==> src/rtl/alu_pkg.sv <==
// Shared constants, opcode encoding and flag bit positions for the 8-bit ALU.
package alu_pkg;

    localparam int WIDTH = 8;
    localparam int SHW   = 3;

    typedef enum logic [3:0] {
        OP_ADD = 4'd0,
        OP_SUB = 4'd1,
        OP_AND = 4'd2,
        OP_OR  = 4'd3,
        OP_XOR = 4'd4,
        OP_NOR = 4'd5,
        OP_SLL = 4'd6,
        OP_SRL = 4'd7,
        OP_SLT = 4'd8
    } alu_op_e;

    // Bit positions inside the packed {N, Z, C, V} flag vector.
    localparam int FLAG_N = 3;
    localparam int FLAG_Z = 2;
    localparam int FLAG_C = 1;
    localparam int FLAG_V = 0;

endpackage

==> src/rtl/alu_if.sv <==
// Operand/result bundle between an execute stage (master) and the ALU (slave).
interface alu_if;

    logic [alu_pkg::WIDTH-1:0] a;
    logic [alu_pkg::WIDTH-1:0] b;
    logic [3:0]                op;
    logic [alu_pkg::WIDTH-1:0] y;
    logic                      carry_out;
    logic                      overflow;
    logic                      zero;
    logic                      negative;
    logic [alu_pkg::WIDTH-1:0] y_q;
    logic [3:0]                flags_q;

    modport master (
        output a, b, op,
        input  y, carry_out, overflow, zero, negative, y_q, flags_q
    );

    modport slave (
        input  a, b, op,
        output y, carry_out, overflow, zero, negative, y_q, flags_q
    );

endinterface

==> src/rtl/alu_addsub.sv <==
// Shared adder: subtraction is a + ~b + 1, so one carry chain serves ADD, SUB and SLT.
module alu_addsub
    import alu_pkg::*;
(
    input  logic [WIDTH-1:0] a_i,
    input  logic [WIDTH-1:0] b_i,
    input  logic             sub_i,
    output logic [WIDTH-1:0] sum_o,
    output logic             carry_o,
    output logic             overflow_o
);

    logic [WIDTH-1:0] bEff;
    logic [WIDTH:0]   full;

    assign bEff  = sub_i ? ~b_i : b_i;
    assign full  = {1'b0, a_i} + {1'b0, bEff} + {{WIDTH{1'b0}}, sub_i};

    assign sum_o   = full[WIDTH-1:0];
    assign carry_o = full[WIDTH];

    // Overflow when both addends share a sign the result does not.
    assign overflow_o = (a_i[WIDTH-1] == bEff[WIDTH-1]) &&
                        (full[WIDTH-1] != a_i[WIDTH-1]);

endmodule

==> src/rtl/alu_8bit.sv <==
// 8-bit ALU with combinational result/flags and a one-cycle registered copy.
module alu_8bit
    import alu_pkg::*;
(
    input  logic clk,
    input  logic rst_n,
    alu_if.slave bus
);

    logic [WIDTH-1:0] sum;
    logic             addCarry;
    logic             addOverflow;
    logic             useSub;
    logic             lessThan;
    logic [SHW-1:0]   shamt;

    logic [WIDTH-1:0] yComb;
    logic             carryComb;
    logic             overflowComb;

    logic [WIDTH-1:0] yReg_d;
    logic [WIDTH-1:0] yReg_q;
    logic [3:0]       flagsReg_d;
    logic [3:0]       flagsReg_q;

    assign useSub = (bus.op == OP_SUB) || (bus.op == OP_SLT);
    assign shamt  = bus.b[SHW-1:0];

    alu_addsub u_addsub (
        .a_i        (bus.a),
        .b_i        (bus.b),
        .sub_i      (useSub),
        .sum_o      (sum),
        .carry_o    (addCarry),
        .overflow_o (addOverflow)
    );

    // Signed a < b: the sign of a - b, corrected when that subtraction overflowed.
    assign lessThan = sum[WIDTH-1] ^ addOverflow;

    always_comb begin
        yComb        = '0;
        carryComb    = 1'b0;
        overflowComb = 1'b0;
        case (bus.op)
            OP_ADD, OP_SUB: begin
                yComb        = sum;
                carryComb    = addCarry;
                overflowComb = addOverflow;
            end
            OP_AND:  yComb = bus.a & bus.b;
            OP_OR:   yComb = bus.a | bus.b;
            OP_XOR:  yComb = bus.a ^ bus.b;
            OP_NOR:  yComb = ~(bus.a | bus.b);
            OP_SLL:  yComb = bus.a << shamt;
            OP_SRL:  yComb = bus.a >> shamt;
            OP_SLT:  yComb = {{(WIDTH-1){1'b0}}, lessThan};
            default: yComb = '0;
        endcase
    end

    assign bus.y         = yComb;
    assign bus.carry_out = carryComb;
    assign bus.overflow  = overflowComb;
    assign bus.zero      = (yComb == '0);
    assign bus.negative  = yComb[WIDTH-1];

    always_comb begin
        flagsReg_d         = '0;
        flagsReg_d[FLAG_N] = yComb[WIDTH-1];
        flagsReg_d[FLAG_Z] = (yComb == '0);
        flagsReg_d[FLAG_C] = carryComb;
        flagsReg_d[FLAG_V] = overflowComb;
    end

    assign yReg_d = yComb;

    always_ff @(posedge clk or negedge rst_n) begin
        if (!rst_n) begin
            yReg_q     <= '0;
            flagsReg_q <= '0;
        end else begin
            yReg_q     <= yReg_d;
            flagsReg_q <= flagsReg_d;
        end
    end

    assign bus.y_q     = yReg_q;
    assign bus.flags_q = flagsReg_q;

endmodule

==> src/flat_wrapper.sv <==
// flat-port wrapper written by rule: the top's interface ports become plain ports
module alu_8bit_flat import alu_pkg::*;
  (clk, rst_n, bus_a, bus_b, bus_op, bus_y, bus_carry_out, bus_overflow, bus_zero, bus_negative, bus_y_q, bus_flags_q);
  alu_if bus_i ();
  input  logic clk;
  input  logic rst_n;
  input wire logic [$bits(bus_i.a)-1:0] bus_a;
  input wire logic [$bits(bus_i.b)-1:0] bus_b;
  input wire logic [$bits(bus_i.op)-1:0] bus_op;
  output wire logic [$bits(bus_i.y)-1:0] bus_y;
  output wire logic [$bits(bus_i.carry_out)-1:0] bus_carry_out;
  output wire logic [$bits(bus_i.overflow)-1:0] bus_overflow;
  output wire logic [$bits(bus_i.zero)-1:0] bus_zero;
  output wire logic [$bits(bus_i.negative)-1:0] bus_negative;
  output wire logic [$bits(bus_i.y_q)-1:0] bus_y_q;
  output wire logic [$bits(bus_i.flags_q)-1:0] bus_flags_q;
  assign bus_i.a = bus_a;
  assign bus_i.b = bus_b;
  assign bus_i.op = bus_op;
  assign bus_y = bus_i.y;
  assign bus_carry_out = bus_i.carry_out;
  assign bus_overflow = bus_i.overflow;
  assign bus_zero = bus_i.zero;
  assign bus_negative = bus_i.negative;
  assign bus_y_q = bus_i.y_q;
  assign bus_flags_q = bus_i.flags_q;
  alu_8bit u_core (.clk(clk), .rst_n(rst_n), .bus(bus_i));
endmodule
==> config.mk <==
export PLATFORM = sky130hd
export DESIGN_NAME = alu_8bit_flat
export DESIGN_NICKNAME = d
export VERILOG_FILES = /design/src/rtl/alu_pkg.sv /design/src/rtl/alu_if.sv /design/src/rtl/alu_addsub.sv /design/src/rtl/alu_8bit.sv /design/src/flat_wrapper.sv
export SDC_FILE = /design/constraint.sdc
export NUM_CORES = 1
export LEC_CHECK = 0
export CELL_PAD_IN_SITES_DETAIL_PLACEMENT = 1
export CELL_PAD_IN_SITES_GLOBAL_PLACEMENT = 1
export CORE_UTILIZATION = 40
export CTS_CLUSTER_DIAMETER = 150
export DETAILED_ROUTE_END_ITERATION = 8
export GPL_ROUTABILITY_DRIVEN = 1
export PLACE_DENSITY_LB_ADDON = 0.15
export SLEW_MARGIN = 20
export SYNTH_ARGS = -nofsm -noshare
export SYNTH_HDL_FRONTEND = slang
export SYNTH_SLANG_ARGS = --single-unit
export TNS_END_PERCENT = 10
==> constraint.sdc <==
create_clock -name clk -period 10.7 [get_ports clk]
set_input_delay 2.14 -clock clk [delete_from_list [all_inputs] [get_ports clk]]
set_output_delay 2.14 -clock clk [all_outputs]
set_load 0.03 [all_outputs]
==> reports/qor.csv, run 1 <==
stage,metric,value,unit
routing,routed_via_density,6.03,
clocking,cts_root_buf,clkbuf_8,
sta,rsz0062_at_grt,no,
finish,finalNonFillerCells,345,
synthesis,syn-num-nets,293,
routing,drc,0,
clocking,cts.path.max_buffers,2,
clocking,cts.sinks,11,
setup_path,crit_path_frequent_cell,xnor2_1,
synthesis,synth_cell_type_count,63,
synthesis,synth_seq_area_share,13.8,%
power_and_ir_drop,p_leak,1.05,nW
floorplan,placementRows,25,
clocking,path_clk_slew,0.05,ns
global_route,grt_pass1_wl,11.0,mm
global_route,grt_overflow_total,0,
sta,maxSlewViolCount,0,
routing,avgRoutedWirePerCell,20.2,um
routing,dr.pass1.iters,4,
place,port_buffers,45,
clocking,cts_tree,built,
sta,min_period,9.08,ns
floorplan,die-area,5270,um^2
sta,tns,0,ns
synthesis,ys_warn_count,0,
run,drv_cap,0,
setup_path,endpoint_kind,output pin,
power_and_ir_drop,p_sw_share,42.8,%
clocking,hold_buffers,0,
synthesis,synth_edf_count,0,
finish,drive_gt1_share,5.76,%
routing,drt-total-wl,6.97,mm
sta,max-slew-margin-rel,47.0,%
floorplan,dieWidth,72.6,um
global_route,antenna_found_initial,0,
finish,nets,327,
floorplan,ios,46,
status,outcome,"finished, final reports clean",
global_route,grt_max_degree,23,
floorplan,core,4750,um^2
routing,ant_nets,0,
synthesis,syn_area,1990,um^2
place,place_congestion,0.921,
setup_path,critPathKind,in -> out,
worst_hold_path,hold_class,in -> async,
setup_path,path_max_fanout,20,
sta,setup_viol_count_final,0,
power_and_ir_drop,power.internal,130,uW
routing,vias,2079,
sta,hold_viol,0,
setup_path,cp_slowest_cell,clkdlybuf4s50_1,
sta,finalCritPeriodShare,84.9,%
place,dp.cells,341,
setup_path,cp-endpoint,bus_zero,
sta,worstMarginPinSlew,0.793,ns
global_route,track_usage,27.5,%
sta,clock.fmax,110,MHz
power_and_ir_drop,p_sw,97.1,uW
global_route,grt_pass1_vias,2049,
synthesis,ys.flop_type,dfrtp_1,
setup_path,path_cells,clkdlybuf4s50_1 -> xnor2_1 -> or3_1 -> xnor2_1 -> fa_1 -> nand3_1 -> nand2_1 -> a221oi_2 -> xnor2_1 -> a211o_1 -> or4b_1 -> nor4_2 -> clkdlybuf4s50_1,
synthesis,avgSynthCellArea,8.14,um^2
routing,drt_iter0_drc,163,
finish,area_delta_synth_final,23.9,%
setup_path,cp_slowest_stage_delay,0.95,ns
setup_path,required,8.56,ns
finish,diodes,0,
synthesis,synth_seq_cells,11,
floorplan,initial_core_util,41.9,%
power_and_ir_drop,p_clk_share,17.2,%
power_and_ir_drop,combPwrFrac,61.9,%
power_and_ir_drop,p_seq_share,20.9,%
setup_path,crit_start,bus_op[0],
clocking,numCtsBuffers,3,
place,dp_hpwl,5.47,mm
synthesis,syn_inst,245,
clocking,post_cts_buffers,0,
setup_path,cp-start-kind,input pin,
clocking,htree_levels,1,
setup_path,arrival,6.94,ns
synthesis,synthArstFlopShare,100,%
power_and_ir_drop,power_density,91.9,nW/um^2
clocking,cts_resized,0,
floorplan,die_height,72.6,um
power_and_ir_drop,ir_worst_vdd,0.0000448,V
area by class of cell:
class                      instances  area [um^2]
clock buffer                       4         45.0
fill                             602         2280
inverter                          19         71.3
multi-input combinational        197         1530
sequential                        11          275
tap                               67         83.8
timing repair buffer              47          465
critical path: cells and delay by family:
kind,cells,cell delay (ns)
xor gates and xnor gates,3,0.55
adders and majority gates,1,0.48
buffers and inverters,2,1.68
AOI/OAI and AO/OA,2,0.63
and+or+nand+nor,5,1.46
worst min path at each step:
stage                            endpoint  slack (ns)  depth (start not counted)
finish                  u_core.bus.y_q[1]        2.23                          1
global route            u_core.bus.y_q[1]        2.28                          1
CTS                     u_core.bus.y_q[1]        2.24                          1
detailed placement      u_core.bus.y_q[1]        2.49                          1
global placement        u_core.bus.y_q[1]        2.49                          1
floorplan           u_core.bus.flags_q[0]        1.84                          0
synthesized netlist by cell type, types with 6 or more instances:
| cell | instances | area share [%] |
|---|---|---|
| nand2_1 | 15 | 2.8 |
| o22ai_1 | 6 | 1.9 |
| clkbuf_1 | 6 | 1.1 |
| dfrtp_1 | 11 | 14 |
| o21ai_0 | 13 | 3.3 |
| a21oi_1 | 12 | 3.0 |
| ha_1 | 25 | 16 |
| nand2b_1 | 7 | 2.2 |
| xnor2_1 | 12 | 5.3 |
| nor2_1 | 21 | 4.0 |
| a22oi_1 | 7 | 2.6 |
| inv_1 | 18 | 3.4 |
kinds of logic (layout without fill, tap and decap cells):
family	after synthesis	after routing	share of synthesized area (%)
flip-flops	11	11	13.8
adder cells (fa/ha/maj)	26	26	16.7
buffers and inverters	37	70	9.48
XOR/XNOR	12	12	5.27
AND/OR/NAND/NOR	73	73	20.0
multiplexers	11	11	7.78
AO/OA/AOI/OAI	75	75	27.0
registers in the layout (all words and copies together), names as in the netlist:
signal	flops
u_core.bus.y_q	7
u_core.bus.flags_q	4
layer usage:
layer  part of all wire [%]  GRT usage, %  wire, um  up-vias
li1                       -             -         -      974
met2                     49          48.2      3380       71
met1                     45          36.3      3150     1021
met5                      0             0         0        -
met3                    4.2          1.38       290       13
met4                    2.0          8.50       142        0
power by group through the flow:
stage / logic [mW] / registers (mW) / clock network (mW)
6_report: 0.140 / 0.0475 / 0.0390
5_1_grt: 0.151 / 0.0479 / 0.0417
4_1_cts: 0.139 / 0.0477 / 0.0397
3_5_place_dp: 0.138 / 0.0482 / 0
3_3_place_gp: 0.136 / 0.0480 / 0
2_1_floorplan: 0.0806 / 0.0576 / 0
stage by stage:
stage / util (%) / cell area (um^2) / setup slack, ns / hold slack, ns / power, mW
finish: 51.9 / 2470 / 1.62 / 2.23 / 0.227
floorplan: - / 1990 / 2.79 / 1.84 / 0.138
global route: 51.9 / 2470 / 1.34 / 2.28 / 0.240
CTS: 51.9 / 2470 / 1.62 / 2.24 / 0.227
detailed placement: 51.0 / 2420 / 1.65 / 2.49 / 0.187
global placement: 51.0 / 2420 / 1.78 / 2.49 / 0.184
layout by cell type, fill, tap and decap left out, types with 3 or more instances in the layout:
cell             Yosys  final
nand2_1             15     15
nor3_1               4      4
o22ai_1              6      6
nor2b_1              3      3
inv_1               18     18
dfrtp_1             11     11
ha_1                25     25
clkdlybuf4s50_1      0     45
a221oi_1             3      3
nor2_1              21     21
nand3_1              4      4
nand2b_1             7      7
a22oi_1              7      7
a31oi_1              3      3
mux2i_1              5      5
mux2_2               3      3
a211o_1              3      3
o211ai_1             3      3
o21ai_0             13     13
a21oi_1             12     12
nor3b_1              3      3
clkbuf_8             0      3
a211oi_1             4      4
xnor2_1             12     12
(Power assumes the default switching activity.)
==> run 2: changes to the inputs <==
--- a/config.mk
+++ b/config.mk
@@ -7,7 +7,7 @@
 export LEC_CHECK = 0
 export CELL_PAD_IN_SITES_DETAIL_PLACEMENT = 1
 export CELL_PAD_IN_SITES_GLOBAL_PLACEMENT = 1
-export CORE_UTILIZATION = 40
+export CORE_UTILIZATION = 34
 export CTS_CLUSTER_DIAMETER = 150
 export DETAILED_ROUTE_END_ITERATION = 8
 export GPL_ROUTABILITY_DRIVEN = 1
==> constraint.sdc (replaced) <==
create_clock -name clk -period 8.2 [get_ports clk]
set_input_delay 1.64 -clock clk [delete_from_list [all_inputs] [get_ports clk]]
set_output_delay 1.64 -clock clk [all_outputs]
set_load 0.03 [all_outputs]
==> run 2 against run 1 <==
Against the previous run: total power up 31%; critical endpoint unchanged; hold slack worse by 0.50 ns; clock power is 32% higher; non-clock buffer count up 5; routed wire length decreased by 0.86%; largest cell class unchanged; combinational power is 31% higher; sequential share of layout area down 0.19 points; critical path depth unchanged; setup slack got worse by 0.90 ns.
==> reports/qor.csv, run 2 (same netlist as run 1, synthesis figures left out) <==
stage,metric,value,unit
status,outcome,"finished, final reports clean",
routing,routed_via_density,5.83,
setup_path,path_buf_inv,2,
setup_path,cp_slowest_cell,clkdlybuf4s50_1,
power_and_ir_drop,power_density,118,nW/um^2
place,dp_hpwl,5.45,mm
clocking,cts_root_buf,clkbuf_8,
global_route,antenna_found_initial,0,
finish,final_cell_area,2510,um^2
global_route,grt_overflow_total,0,
setup_path,required,6.56,ns
floorplan,die-area,6170,um^2
setup_path,cp_slowest_stage_delay,0.72,ns
clocking,cts.path.max_buffers,2,
floorplan,ios,46,
finish,largest_reg_flops,7,
clocking,cts_tree,built,
setup_path,path_cells,clkdlybuf4s50_1 -> xnor2_1 -> or3_1 -> xnor2_1 -> fa_1 -> nand3_1 -> nand2_1 -> a221oi_2 -> xnor2_1 -> a211o_1 -> or4b_1 -> nor4_2 -> clkdlybuf4s50_1,
power_and_ir_drop,ir_worst_vdd,0.0000803,V
sta,setup_viol_count_final,0,
clocking,numCtsBuffers,3,
clocking,hold_buffers,0,
routing,vias,2071,
place,place_congestion,0.919,
sta,tns,0,ns
finish,fillCellCount,674,
finish,drive_gt1_share,7.42,%
floorplan,core,5570,um^2
run,drv_cap,0,
power_and_ir_drop,p_leak,1.07,nW
sta,maxSlewViolCount,0,
setup_path,path_max_fanout,8,
sta,max-slew-margin-rel,55.3,%
clocking,htree_levels,1,
routing,ant_nets,0,
sta,rsz0062_at_grt,no,
routing,drc,0,
routing,dr.pass1.iters,4,
setup_path,arrival,5.84,ns
global_route,track_usage,23.4,%
sta,finalCritPeriodShare,91.3,%
finish,diodes,0,
global_route,grt_max_degree,22,
worst_hold_path,hold_class,in -> async,
floorplan,die_height,78.6,um
sta,worstMarginPinSlew,0.665,ns
clocking,post_cts_buffers,0,
place,port_buffers,45,
setup_path,cp-start-kind,input pin,
routing,avgRoutedWirePerCell,19.5,um
setup_path,crit_cells,13,
finish,multiInputGateArea,1530,um^2
finish,mostFrequentLayoutCell,clkdlybuf4s50_1,
power_and_ir_drop,finalPower,297,uW
routing,drt-total-wl,6.91,mm
clocking,cts_resized,0,
finish,nets,332,
finish,ff_latch_area,275,um^2
setup_path,critPathKind,in -> out,
finish,area_delta_synth_final,26.1,%
clocking,path_clk_slew,0.05,ns
floorplan,placementRows,27,
place,placed_area,2470,um^2
floorplan,initial_core_util,35.8,%
routing,drt_iter0_drc,148,
setup_path,crit_family,simple AND/OR/NAND/NOR gates,
setup_path,endpoint_kind,output pin,
sta,hold_viol,0,
finish,utilization,45.1,%
sta,min_period,7.48,ns
global_route,grt_pass1_wl,11.0,mm
finish,final_cell_mix,"45 x clkdlybuf4s50_1, 25 x ha_1, 21 x nor2_1, 18 x inv_1, 15 x nand2_1",
sta,clock.fmax,134,MHz
floorplan,dieWidth,78.6,um
global_route,grt_pass1_vias,1987,
clocking,cts.sinks,11,
setup_path,crit_path_frequent_cell,xnor2_1,
## run 2: cell count changes in the layout (fill, tap and decap cells not counted)
cell,change
buf_4,+5
## run 2: power breakdown
part / internal [mW] / leakage, nW / total, mW / switching, mW
Sequential: 0.0603 / 0.146 / 0.0617 / 0.00141
Combinational: 0.0765 / 0.901 / 0.184 / 0.107
Clock: 0.0339 / 0.0228 / 0.0516 / 0.0177
## run 2: area by class of cell
cell class | count | share of cell area [%]
Clock buffer | 4 | 1.79
Inverter | 19 | 2.84
Multi-Input combinational cell | 197 | 60.8
Sequential cell | 11 | 11.0
Tap cell | 72 | 3.58
Timing Repair Buffer | 52 | 20.0
## run 2: metrics by stage
stage / setup WS, ns / cells / hold slack (ns)
floorplan: 1.29 / 245 / 1.34
global placement: 0.813 / 351 / 2.00
detailed placement: 0.699 / 351 / 1.99
CTS: 0.676 / 355 / 1.75
global route: 0.442 / 355 / 1.77
finish: 0.716 / 355 / 1.74
## run 2: per-layer routing
layer	up-vias	wire length [um]	track usage [%]
met2	75	3150	38.9
met5	-	0	0
met4	0	249	8.33
met3	18	281	1.16
met1	988	3230	31.8
li1	990	-	-
## run 2: worst max-delay path by stage
stage / start / endpoint
2_1_floorplan: bus_op[2] / bus_zero
3_3_place_gp: bus_op[3] / bus_zero
3_5_place_dp: bus_op[0] / bus_zero
4_1_cts: bus_op[3] / bus_zero
5_1_grt: bus_op[3] / bus_zero
6_report: bus_op[3] / bus_zero
